--- config.mk ---
export PLATFORM = sky130hd
export DESIGN_NAME = decode_stage
export DESIGN_NICKNAME = d
export VERILOG_FILES = /design/src/rtl/chip8_pkg.sv /design/src/rtl/decode_fifo.sv /design/src/rtl/decode_stage.sv
export SDC_FILE = /design/constraint.sdc
export NUM_CORES = 1
export LEC_CHECK = 0
export CAP_MARGIN = 10
export CORE_UTILIZATION = 45
export DETAILED_ROUTE_END_ITERATION = 7
export HOLD_SLACK_MARGIN = 0.06
export PLACE_DENSITY = 0.72
export RECOVER_POWER = 100
export SYNTH_ARGS = -nofsm -noshare
export SYNTH_HDL_FRONTEND = slang
export SYNTH_SLANG_ARGS = --single-unit
--- constraint.sdc ---
create_clock -name clk -period 8.4 [get_ports clk]
set_input_delay 0.84 -clock clk [delete_from_list [all_inputs] [get_ports clk]]
set_output_delay 0.84 -clock clk [all_outputs]
set_load 0.02 [all_outputs]
--- src/rtl/chip8_pkg.sv ---
// CHIP-8 / SUPER-CHIP opcode IDs, decoded-record layout and the shared decode function.
package chip8_pkg;

  localparam int unsigned INSTR_W = 16;
  localparam int unsigned OP_W    = 6;
  localparam int unsigned REG_W   = 4;
  localparam int unsigned NIB_W   = 4;
  localparam int unsigned BYTE_W  = 8;
  localparam int unsigned IMM_W   = 12;

  localparam logic [OP_W-1:0] OP_ILLEGAL     = 6'd0;
  localparam logic [OP_W-1:0] OP_CLS         = 6'd1;
  localparam logic [OP_W-1:0] OP_RET         = 6'd2;
  localparam logic [OP_W-1:0] OP_JP          = 6'd3;
  localparam logic [OP_W-1:0] OP_CALL        = 6'd4;
  localparam logic [OP_W-1:0] OP_SE_VX_BYTE  = 6'd5;
  localparam logic [OP_W-1:0] OP_SNE_VX_BYTE = 6'd6;
  localparam logic [OP_W-1:0] OP_SE_VX_VY    = 6'd7;
  localparam logic [OP_W-1:0] OP_LD_VX_BYTE  = 6'd8;
  localparam logic [OP_W-1:0] OP_ADD_VX_BYTE = 6'd9;
  localparam logic [OP_W-1:0] OP_LD_VX_VY    = 6'd10;
  localparam logic [OP_W-1:0] OP_OR          = 6'd11;
  localparam logic [OP_W-1:0] OP_AND         = 6'd12;
  localparam logic [OP_W-1:0] OP_XOR         = 6'd13;
  localparam logic [OP_W-1:0] OP_ADD_VX_VY   = 6'd14;
  localparam logic [OP_W-1:0] OP_SUB         = 6'd15;
  localparam logic [OP_W-1:0] OP_SHR         = 6'd16;
  localparam logic [OP_W-1:0] OP_SUBN        = 6'd17;
  localparam logic [OP_W-1:0] OP_SHL         = 6'd18;
  localparam logic [OP_W-1:0] OP_SNE_VX_VY   = 6'd19;
  localparam logic [OP_W-1:0] OP_LD_I        = 6'd20;
  localparam logic [OP_W-1:0] OP_JP_V0       = 6'd21;
  localparam logic [OP_W-1:0] OP_RND         = 6'd22;
  localparam logic [OP_W-1:0] OP_DRW         = 6'd23;
  localparam logic [OP_W-1:0] OP_SKP         = 6'd24;
  localparam logic [OP_W-1:0] OP_SKNP        = 6'd25;
  localparam logic [OP_W-1:0] OP_LD_VX_DT    = 6'd26;
  localparam logic [OP_W-1:0] OP_LD_VX_K     = 6'd27;
  localparam logic [OP_W-1:0] OP_LD_DT_VX    = 6'd28;
  localparam logic [OP_W-1:0] OP_LD_ST_VX    = 6'd29;
  localparam logic [OP_W-1:0] OP_ADD_I_VX    = 6'd30;
  localparam logic [OP_W-1:0] OP_RESERVED    = 6'd31;
  localparam logic [OP_W-1:0] OP_LD_F        = 6'd32;
  localparam logic [OP_W-1:0] OP_LD_B        = 6'd33;
  localparam logic [OP_W-1:0] OP_STORE_REG   = 6'd34;
  localparam logic [OP_W-1:0] OP_READ_REG    = 6'd35;
  localparam logic [OP_W-1:0] OP_SCD         = 6'd36;
  localparam logic [OP_W-1:0] OP_SCR         = 6'd37;
  localparam logic [OP_W-1:0] OP_SCL         = 6'd38;
  localparam logic [OP_W-1:0] OP_EXIT        = 6'd39;
  localparam logic [OP_W-1:0] OP_LOW         = 6'd40;
  localparam logic [OP_W-1:0] OP_HIGH        = 6'd41;
  localparam logic [OP_W-1:0] OP_DRW16       = 6'd42;
  localparam logic [OP_W-1:0] OP_LD_HF       = 6'd43;
  localparam logic [OP_W-1:0] OP_STORE_RPL   = 6'd44;
  localparam logic [OP_W-1:0] OP_READ_RPL    = 6'd45;

  // Decoded fields; the PC is appended by the stage since its width is a parameter there.
  typedef struct packed {
    logic [OP_W-1:0]   op;
    logic [REG_W-1:0]  x;
    logic [REG_W-1:0]  y;
    logic [NIB_W-1:0]  nib;
    logic [BYTE_W-1:0] val;
    logic [IMM_W-1:0]  addr;
    logic              illegal;
  } dec_t;

  // Map a raw opcode to its ID; fields the opcode does not use (or any illegal encoding) read 0.
  function automatic dec_t chip8_decode(input logic [INSTR_W-1:0] instr, input logic schip);
    dec_t            r;
    logic [OP_W-1:0] op;
    logic            ux, uy, un, uv, ua, ill;
    op = OP_ILLEGAL;
    ux = 1'b0; uy = 1'b0; un = 1'b0; uv = 1'b0; ua = 1'b0;
    case (instr[15:12])
      4'h0: begin
        case (instr[11:0])
          12'h0E0: op = OP_CLS;
          12'h0EE: op = OP_RET;
          12'h0FB: if (schip) op = OP_SCR;
          12'h0FC: if (schip) op = OP_SCL;
          12'h0FD: if (schip) op = OP_EXIT;
          12'h0FE: if (schip) op = OP_LOW;
          12'h0FF: if (schip) op = OP_HIGH;
          default: if (schip && instr[11:4] == 8'h0C) begin op = OP_SCD; un = 1'b1; end
        endcase
      end
      4'h1: begin op = OP_JP;          ua = 1'b1; end
      4'h2: begin op = OP_CALL;        ua = 1'b1; end
      4'h3: begin op = OP_SE_VX_BYTE;  ux = 1'b1; uv = 1'b1; end
      4'h4: begin op = OP_SNE_VX_BYTE; ux = 1'b1; uv = 1'b1; end
      4'h5: begin
        ux = 1'b1; uy = 1'b1;
        if (instr[3:0] == 4'h0) op = OP_SE_VX_VY;
      end
      4'h6: begin op = OP_LD_VX_BYTE;  ux = 1'b1; uv = 1'b1; end
      4'h7: begin op = OP_ADD_VX_BYTE; ux = 1'b1; uv = 1'b1; end
      4'h8: begin
        ux = 1'b1; uy = 1'b1;
        if (!instr[3])                op = OP_LD_VX_VY + OP_W'(instr[2:0]);
        else if (instr[3:0] == 4'hE)  op = OP_SHL;
      end
      4'h9: begin
        ux = 1'b1; uy = 1'b1;
        if (instr[3:0] == 4'h0) op = OP_SNE_VX_VY;
      end
      4'hA: begin op = OP_LD_I;  ua = 1'b1; end
      4'hB: begin op = OP_JP_V0; ua = 1'b1; end
      4'hC: begin op = OP_RND;   ux = 1'b1; uv = 1'b1; end
      4'hD: begin
        op = (schip && instr[3:0] == 4'h0) ? OP_DRW16 : OP_DRW;
        ux = 1'b1; uy = 1'b1; un = 1'b1;
      end
      4'hE: begin
        ux = 1'b1;
        case (instr[7:0])
          8'h9E:   op = OP_SKP;
          8'hA1:   op = OP_SKNP;
          default: ;
        endcase
      end
      default: begin
        ux = 1'b1;
        case (instr[7:0])
          8'h07:   op = OP_LD_VX_DT;
          8'h0A:   op = OP_LD_VX_K;
          8'h15:   op = OP_LD_DT_VX;
          8'h18:   op = OP_LD_ST_VX;
          8'h1E:   op = OP_ADD_I_VX;
          8'h29:   op = OP_LD_F;
          8'h33:   op = OP_LD_B;
          8'h55:   op = OP_STORE_REG;
          8'h65:   op = OP_READ_REG;
          8'h30:   if (schip) op = OP_LD_HF;
          8'h75:   if (schip) op = OP_STORE_RPL;
          8'h85:   if (schip) op = OP_READ_RPL;
          default: ;
        endcase
      end
    endcase
    ill       = (op == OP_ILLEGAL);
    r.op      = op;
    r.illegal = ill;
    r.x       = (ux && !ill) ? instr[11:8] : '0;
    r.y       = (uy && !ill) ? instr[7:4]  : '0;
    r.nib     = (un && !ill) ? instr[3:0]  : '0;
    r.val     = (uv && !ill) ? instr[7:0]  : '0;
    r.addr    = (ua && !ill) ? instr[11:0] : '0;
    return r;
  endfunction

endpackage

--- src/rtl/decode_fifo.sv ---
// Generic DEPTH x W circular FIFO with flush; head reads 0 while empty.
module decode_fifo #(
  parameter int unsigned DEPTH = 2,
  parameter int unsigned W     = 8
) (
  input  logic         clk,
  input  logic         rst,
  input  logic         flush,
  input  logic         i_push,
  input  logic [W-1:0] i_wdata,
  input  logic         i_pop,
  output logic [W-1:0] o_rdata,
  output logic         o_full,
  output logic         o_empty
);

  localparam int unsigned AW = (DEPTH > 1) ? $clog2(DEPTH) : 1;
  localparam int unsigned PW = $clog2(DEPTH) + 1;

  logic [W-1:0]  r_mem [DEPTH];
  logic [PW-1:0] r_wptr, r_rptr;
  logic [AW-1:0] w_widx, w_ridx;
  logic          w_do_push, w_do_pop;

  // Pointer-to-slot mapping; the extra MSB distinguishes full from empty.
  assign w_widx    = AW'(r_wptr % PW'(DEPTH));
  assign w_ridx    = AW'(r_rptr % PW'(DEPTH));
  assign o_full    = ((r_wptr ^ r_rptr) == PW'(DEPTH));
  assign o_empty   = (r_wptr == r_rptr);
  assign w_do_push = i_push && !o_full && !flush;
  assign w_do_pop  = i_pop && !o_empty && !flush;
  assign o_rdata   = o_empty ? '0 : r_mem[w_ridx];

  // Pointer update; flush and reset both empty the queue.
  always_ff @(posedge clk) begin
    if (rst || flush) begin
      r_wptr <= '0;
      r_rptr <= '0;
    end else begin
      if (w_do_push) r_wptr <= r_wptr + PW'(1);
      if (w_do_pop)  r_rptr <= r_rptr + PW'(1);
    end
  end

  // Storage write; reset also scrubs the contents.
  always_ff @(posedge clk) begin
    if (rst) begin
      for (int i = 0; i < int'(DEPTH); i++) r_mem[i] <= '0;
    end else if (w_do_push) begin
      r_mem[w_widx] <= i_wdata;
    end
  end

endmodule

--- src/rtl/decode_stage.sv ---
// CHIP-8 decode stage: combinational decode in front of a flushable record FIFO.
module decode_stage
  import chip8_pkg::*;
#(
  parameter int unsigned ADDR_W = 12,
  parameter int unsigned DEPTH  = 2,
  parameter bit          SCHIP  = 1'b0
) (
  input  logic               clk,
  input  logic               rst,
  input  logic               flush,
  input  logic               in_valid,
  output logic               in_ready,
  input  logic [INSTR_W-1:0] instruction,
  input  logic [ADDR_W-1:0]  in_pc,
  output logic               out_valid,
  input  logic               out_ready,
  output logic [OP_W-1:0]    op,
  output logic [REG_W-1:0]   x,
  output logic [REG_W-1:0]   y,
  output logic [NIB_W-1:0]   nib,
  output logic [BYTE_W-1:0]  val,
  output logic [ADDR_W-1:0]  addr,
  output logic [ADDR_W-1:0]  pc,
  output logic               illegal
);

  localparam int unsigned REC_W = OP_W + 2 * REG_W + NIB_W + BYTE_W + 2 * ADDR_W + 1;

  dec_t             w_dec;
  logic [REC_W-1:0] w_wdata, w_rdata;
  logic             w_full, w_empty, w_push, w_pop;

  // Decode the incoming instruction and pack it with its PC.
  assign w_dec   = chip8_decode(instruction, SCHIP);
  assign w_wdata = {w_dec.op, w_dec.x, w_dec.y, w_dec.nib, w_dec.val,
                    ADDR_W'(w_dec.addr), in_pc, w_dec.illegal};

  // Handshake glue; ready depends only on the pointers, never on out_ready.
  assign in_ready  = !w_full;
  assign out_valid = !w_empty;
  assign w_push    = in_valid && in_ready && !flush;
  assign w_pop     = out_valid && out_ready && !flush;

  decode_fifo #(
    .DEPTH (DEPTH),
    .W     (REC_W)
  ) u_fifo (
    .clk     (clk),
    .rst     (rst),
    .flush   (flush),
    .i_push  (w_push),
    .i_wdata (w_wdata),
    .i_pop   (w_pop),
    .o_rdata (w_rdata),
    .o_full  (w_full),
    .o_empty (w_empty)
  );

  assign {op, x, y, nib, val, addr, pc, illegal} = w_rdata;

endmodule
======== Word level (Yosys, flattened, before mapping) ========
Memories as Yosys holds them, arrays and structs flattened. A register that Yosys moved wholly into a read port is not among the register bits.
Cells that the tools add are included.
cells by class
  add/subtract/negate cells ............... 3
  equal/unequal tests ..................... 30
  muxes and demuxes ....................... 29
  bitwise operators ....................... 1
  reductions and logical operators ........ 26
operators with widths
  operator                                        number
  2-to-1 mux 51 bit                               2
  one-hot mux 6 bit (15 select lines)             1
  one-hot mux 6 bit (9 select lines)              1
  OR reduction 51 bit                             1
  == test 4 bit, second input constant            8
  == test 12 x 8 -> 1 bit, second input constant  2
  == test 8 x 5 -> 1 bit, second input constant   3
  == test 4 x 3 -> 1 bit, second input constant   4
  == test 8 x 6 -> 1 bit, second input constant   2
  == test 8 x 7 -> 1 bit, second input constant   2
  == test 8 bit, second input constant            2
  2-to-1 mux 5 bit                                3
  2-to-1 mux 1 bit                                14
  logical AND 1 bit                               13
  2-to-1 mux 12 bit                               1
  2-to-1 mux 4 bit                                3
  one-hot mux 5 bit (2 select lines)              1
  OR reduction 5 bit                              2
  == test 4 x 2 -> 1 bit, second input constant   2
  == test 8 x 3 -> 1 bit, second input constant   1
  == test 8 x 4 -> 1 bit, second input constant   1
  zero test 4 bit                                 2
  2-to-1 mux 8 bit                                1
  OR reduction 4 bit                              2
  other kinds (11)                                15
storage, ports and cells
  register bits ........................... 4
  RAM bits ................................ 102
  output and inout port bits .............. 53
  logic and storage cells ................. 92
  memories kept ........................... 1
memories
  memory        depth  bits a word  rd ports  clocked after memory_dff  write ports  RTL line           RTL
  u_fifo.r_mem  2      51           1         1                         2            decode_fifo.sv:20  logic [W-1:0] r_mem [DEPTH];

======== Longest topological paths before layout ========
  word-level depth ........................ 12
  gate-level depth with buffers ........... 10
  mapped depth without buffers ............ 7

======== Cells and area by module ========
Synthesis repeated with hierarchy kept, for this count alone.
second synthesis, totals
  cells, all modules ...................... 571
  area, all modules ....................... 5896.9 um^2
by module, submodules not included
  module        instances  cells an instance  area an instance (um^2)  sequential area each (um^2)
  decode_fifo   1          419                4914.7                   3163.0
  decode_stage  1          152                982.2                    0.0

======== Worst setup path before layout ========
No wires, ideal clock.
  path type ............................... input to register
  start ................................... in in_valid
  end ..................................... mem u_fifo.r_mem[1][0] (netlist bit), enable pin
  setup time .............................. 470 ps
  data arrival time ....................... 3444 ps
  required time ........................... 7930 ps
  path slack .............................. 4485 ps
  stages .................................. 3
  path buffers ............................ 0
  cells stage by stage .................... nand2_1 -> a21o_1 -> o21bai_1
RTL lines
  what         RTL line            RTL
  from (decl)  decode_stage.sv:12  input logic in_valid,
  to (decl)    decode_fifo.sv:20

==> flow_summary.toml <==
[timing]
hold_viol_final = 0
relSlewSlack = -1.511
fin_skew_ps = 5.197
period_needed_ps = 5554
maxSlewViolCount = 186
tightest_slew_ps = 3766
rsz0062_at_grt = "false"
fmax_ghz = 0.1801
setup_tns_ps = 0
fin_crit_sh = 0.6612
whs_ps = 612.6
finalSetupViolCount = 0

[power]
max-vdd-ir-drop_uv = 111.1
powerDensity_nw_per_um2 = 175.3
power_w = 0.001201
power_leakage_nw = 2.479

[cells_and_area]
fillers = 1020
fin_nets = 598
final_core_util = 0.5635
syn_to_final_growth_pct = 20.69
stdcell_count = 737
regArea_um2 = 3164
layout-drive-gt1-share = 0.06503
multi_input_area_um2 = 2268
diodes = 0

[drt]
totalWireLength_mm = 12.86
drc = 0
ant_nets = 0
first_pass_iters = 5
routedWlPerCell_um = 17.45
avgViaCountPerCell = 5.529
drt_iter0_drc = 320
vias = 4075

[run_status]
status = "finished with violations"
violations = "max-capacitance violations, max-slew violations"

[clocking]
cts.repair.resized = 0
postCtsSetupRepairBufs = 0
clk_pin_slew_ps = 70
cts_htree_levels = 3
numCtsBuffers = 9
cts_tree = "yes"
root_buffer = "clkbuf_16"
clockBufferDepth = 2
clock_sinks = 107
clk_latency_ps = 340
cts.hold.buffers_added = 0

[logic_synthesis]
yosys_warnings = 0
synth_top_area_cell = "edfxtp_1"
synth_seq_area_share = 0.5571
synth_seq_cells = 107
yosys-top-cells-count = "edfxtp_1, nor2_1, mux2i_1"
synth_edf_count = 102
synth.net_count = 540
synthTopCellsByArea = "edfxtp_1, mux2i_1, nor2_1"
yosys.cell_types.count = 59
synth.most_common_cell = "edfxtp_1"
syn_area_per_cell_um2 = 11.22
synth_top_flop_cell = "edfxtp_1"
synth.top_cell.area_share = 0.5394
synth_cells = 506
syn-cell-area_um2 = 5678
synthArstFlopShare = 0

[global_route]
antenna_found_initial = 0
overflow = 0
grt_pass1_vias = 4031
grt_max_degree = 52
grt_pass1_wl_mm = 20.40
grtUsageTotal = 0.2046

[setup_path]
crit_type = "flip-flop to output port"
cp-start-kind = "flip-flop"
worstPathRequired_ps = 7560
setup.worst_path.end_class = "output port"
cp.arrival_ps = 4710
critPathMaxFanout = 51

[floorplanning]
ios = 86
die_w_um = 114.3
start_util = 0.4669
dieArea_um2 = 13070
core_area_um2 = 12160
die_y_um = 114.3
rows = 40

[min_path]
hp-class = "flip-flop to flip-flop"

[place]
dp_cells = 721
port-buffer-count = 85
hpwl_mm = 8.341
place.gp.congestion = 0.8218

[job]
drv_cap = 4
==> metrics by stage <==
| step | area [um^2] | setup slack (ps) |
|---|---|---|
| detailed placement | 6595 | 4544 |
| finish | 6853 | 2846 |
| CTS | 6905 | 4911 |
| global route | 6853 | 2483 |
| floorplan | 5678 | 4485 |
| global placement | 6595 | 4629 |
==> placed cells by master, fill, tap and decap left out, types with 4 or more instances in the layout <==
| master | Yosys | routed |
|---|---|---|
| a21oi_1 | 14 | 18 |
| a21oi_2 | 10 | 6 |
| and2_0 | 0 | 34 |
| and2_1 | 46 | 12 |
| and3_1 | 28 | 28 |
| clkbuf_1 | 29 | 6 |
| clkbuf_16 | 0 | 9 |
| clkdlybuf4s50_1 | 0 | 29 |
| dfxtp_1 | 5 | 4 |
| dlygate4sd3_1 | 0 | 56 |
| edfxtp_1 | 102 | 102 |
| mux2i_1 | 53 | 53 |
| nand2_1 | 15 | 15 |
| nand2b_1 | 5 | 4 |
| nand3_1 | 12 | 12 |
| nor2_1 | 86 | 85 |
| nor3_1 | 7 | 7 |
| nor4_1 | 5 | 5 |
| o21ai_0 | 6 | 7 |
| xnor2_1 | 5 | 5 |
| xor2_1 | 4 | 4 |
==> final cells by class <==
class / count / share of cell area
Inverter: 3 / 0.001643
Sequential cell: 107 / 0.4617
Clock buffer: 11 / 0.03396
Multi-Input combinational cell: 351 / 0.3310
Tap cell: 168 / 0.03067
Clock inverter: 5 / 0.01132
Timing Repair Buffer: 92 / 0.1296
==> layer usage <==
layer  wire, um  vias to the layer above  share of wire  GRT usage
li1           -                     1930              -          -
met1       5394                     1977           0.42     0.2535
met2       6528                      148           0.51     0.3636
met3        717                       20          0.056    0.03600
met4        219                        0          0.017    0.06234
met5          0                        -              0          0
==> report_power, final <==
part	internal [W]	leakage (nW)	switching, W
clock	0.000260	0.150	0.000178
combinational	0.0000549	1.22	0.0000914
sequential	0.000610	1.11	0.00000686
==> logic make-up after synthesis <==
kind of cell | synth area share
AOI/OAI and AO/OA | 0.06942
buffers and inverters | 0.04187
xor gates and xnor gates | 0.01388
and+or+nand+nor | 0.2201
DFF | 0.5571
muxes | 0.09542
adders and majority gates | 0.002203
==> state kept, by name (all words and copies together) (netlist names), named ones only <==
register       count
u_fifo.r_mem     102
u_fifo.r_rptr      2
u_fifo.r_wptr      2
==> path summary, 6_finish.rpt <==
path	start	to	slack (ps)	cells past startpoint
worst max register to register	u_fifo.r_rptr[0]$_SDFFE_PP0P_	u_fifo.r_mem[0][4]$_SDFFCE_PN0P_	4050	5
worst min-delay path	u_fifo.r_rptr[1]$_SDFFE_PP0P_	u_fifo.r_rptr[1]$_SDFFE_PP0P_	610	2
worst max-delay path	flip-flop	addr[0]	2850	4
worst min register to register	u_fifo.r_rptr[1]$_SDFFE_PP0P_	u_fifo.r_rptr[1]$_SDFFE_PP0P_	610	2
==> critical path: stages (launching register included) <==
cell and delay (ps):
dfxtp_2 310, clkbuf_1 2640, mux2i_1 500, nor2_1 210
dlygate4sd3_1 690
(Power assumes the default switching activity.)
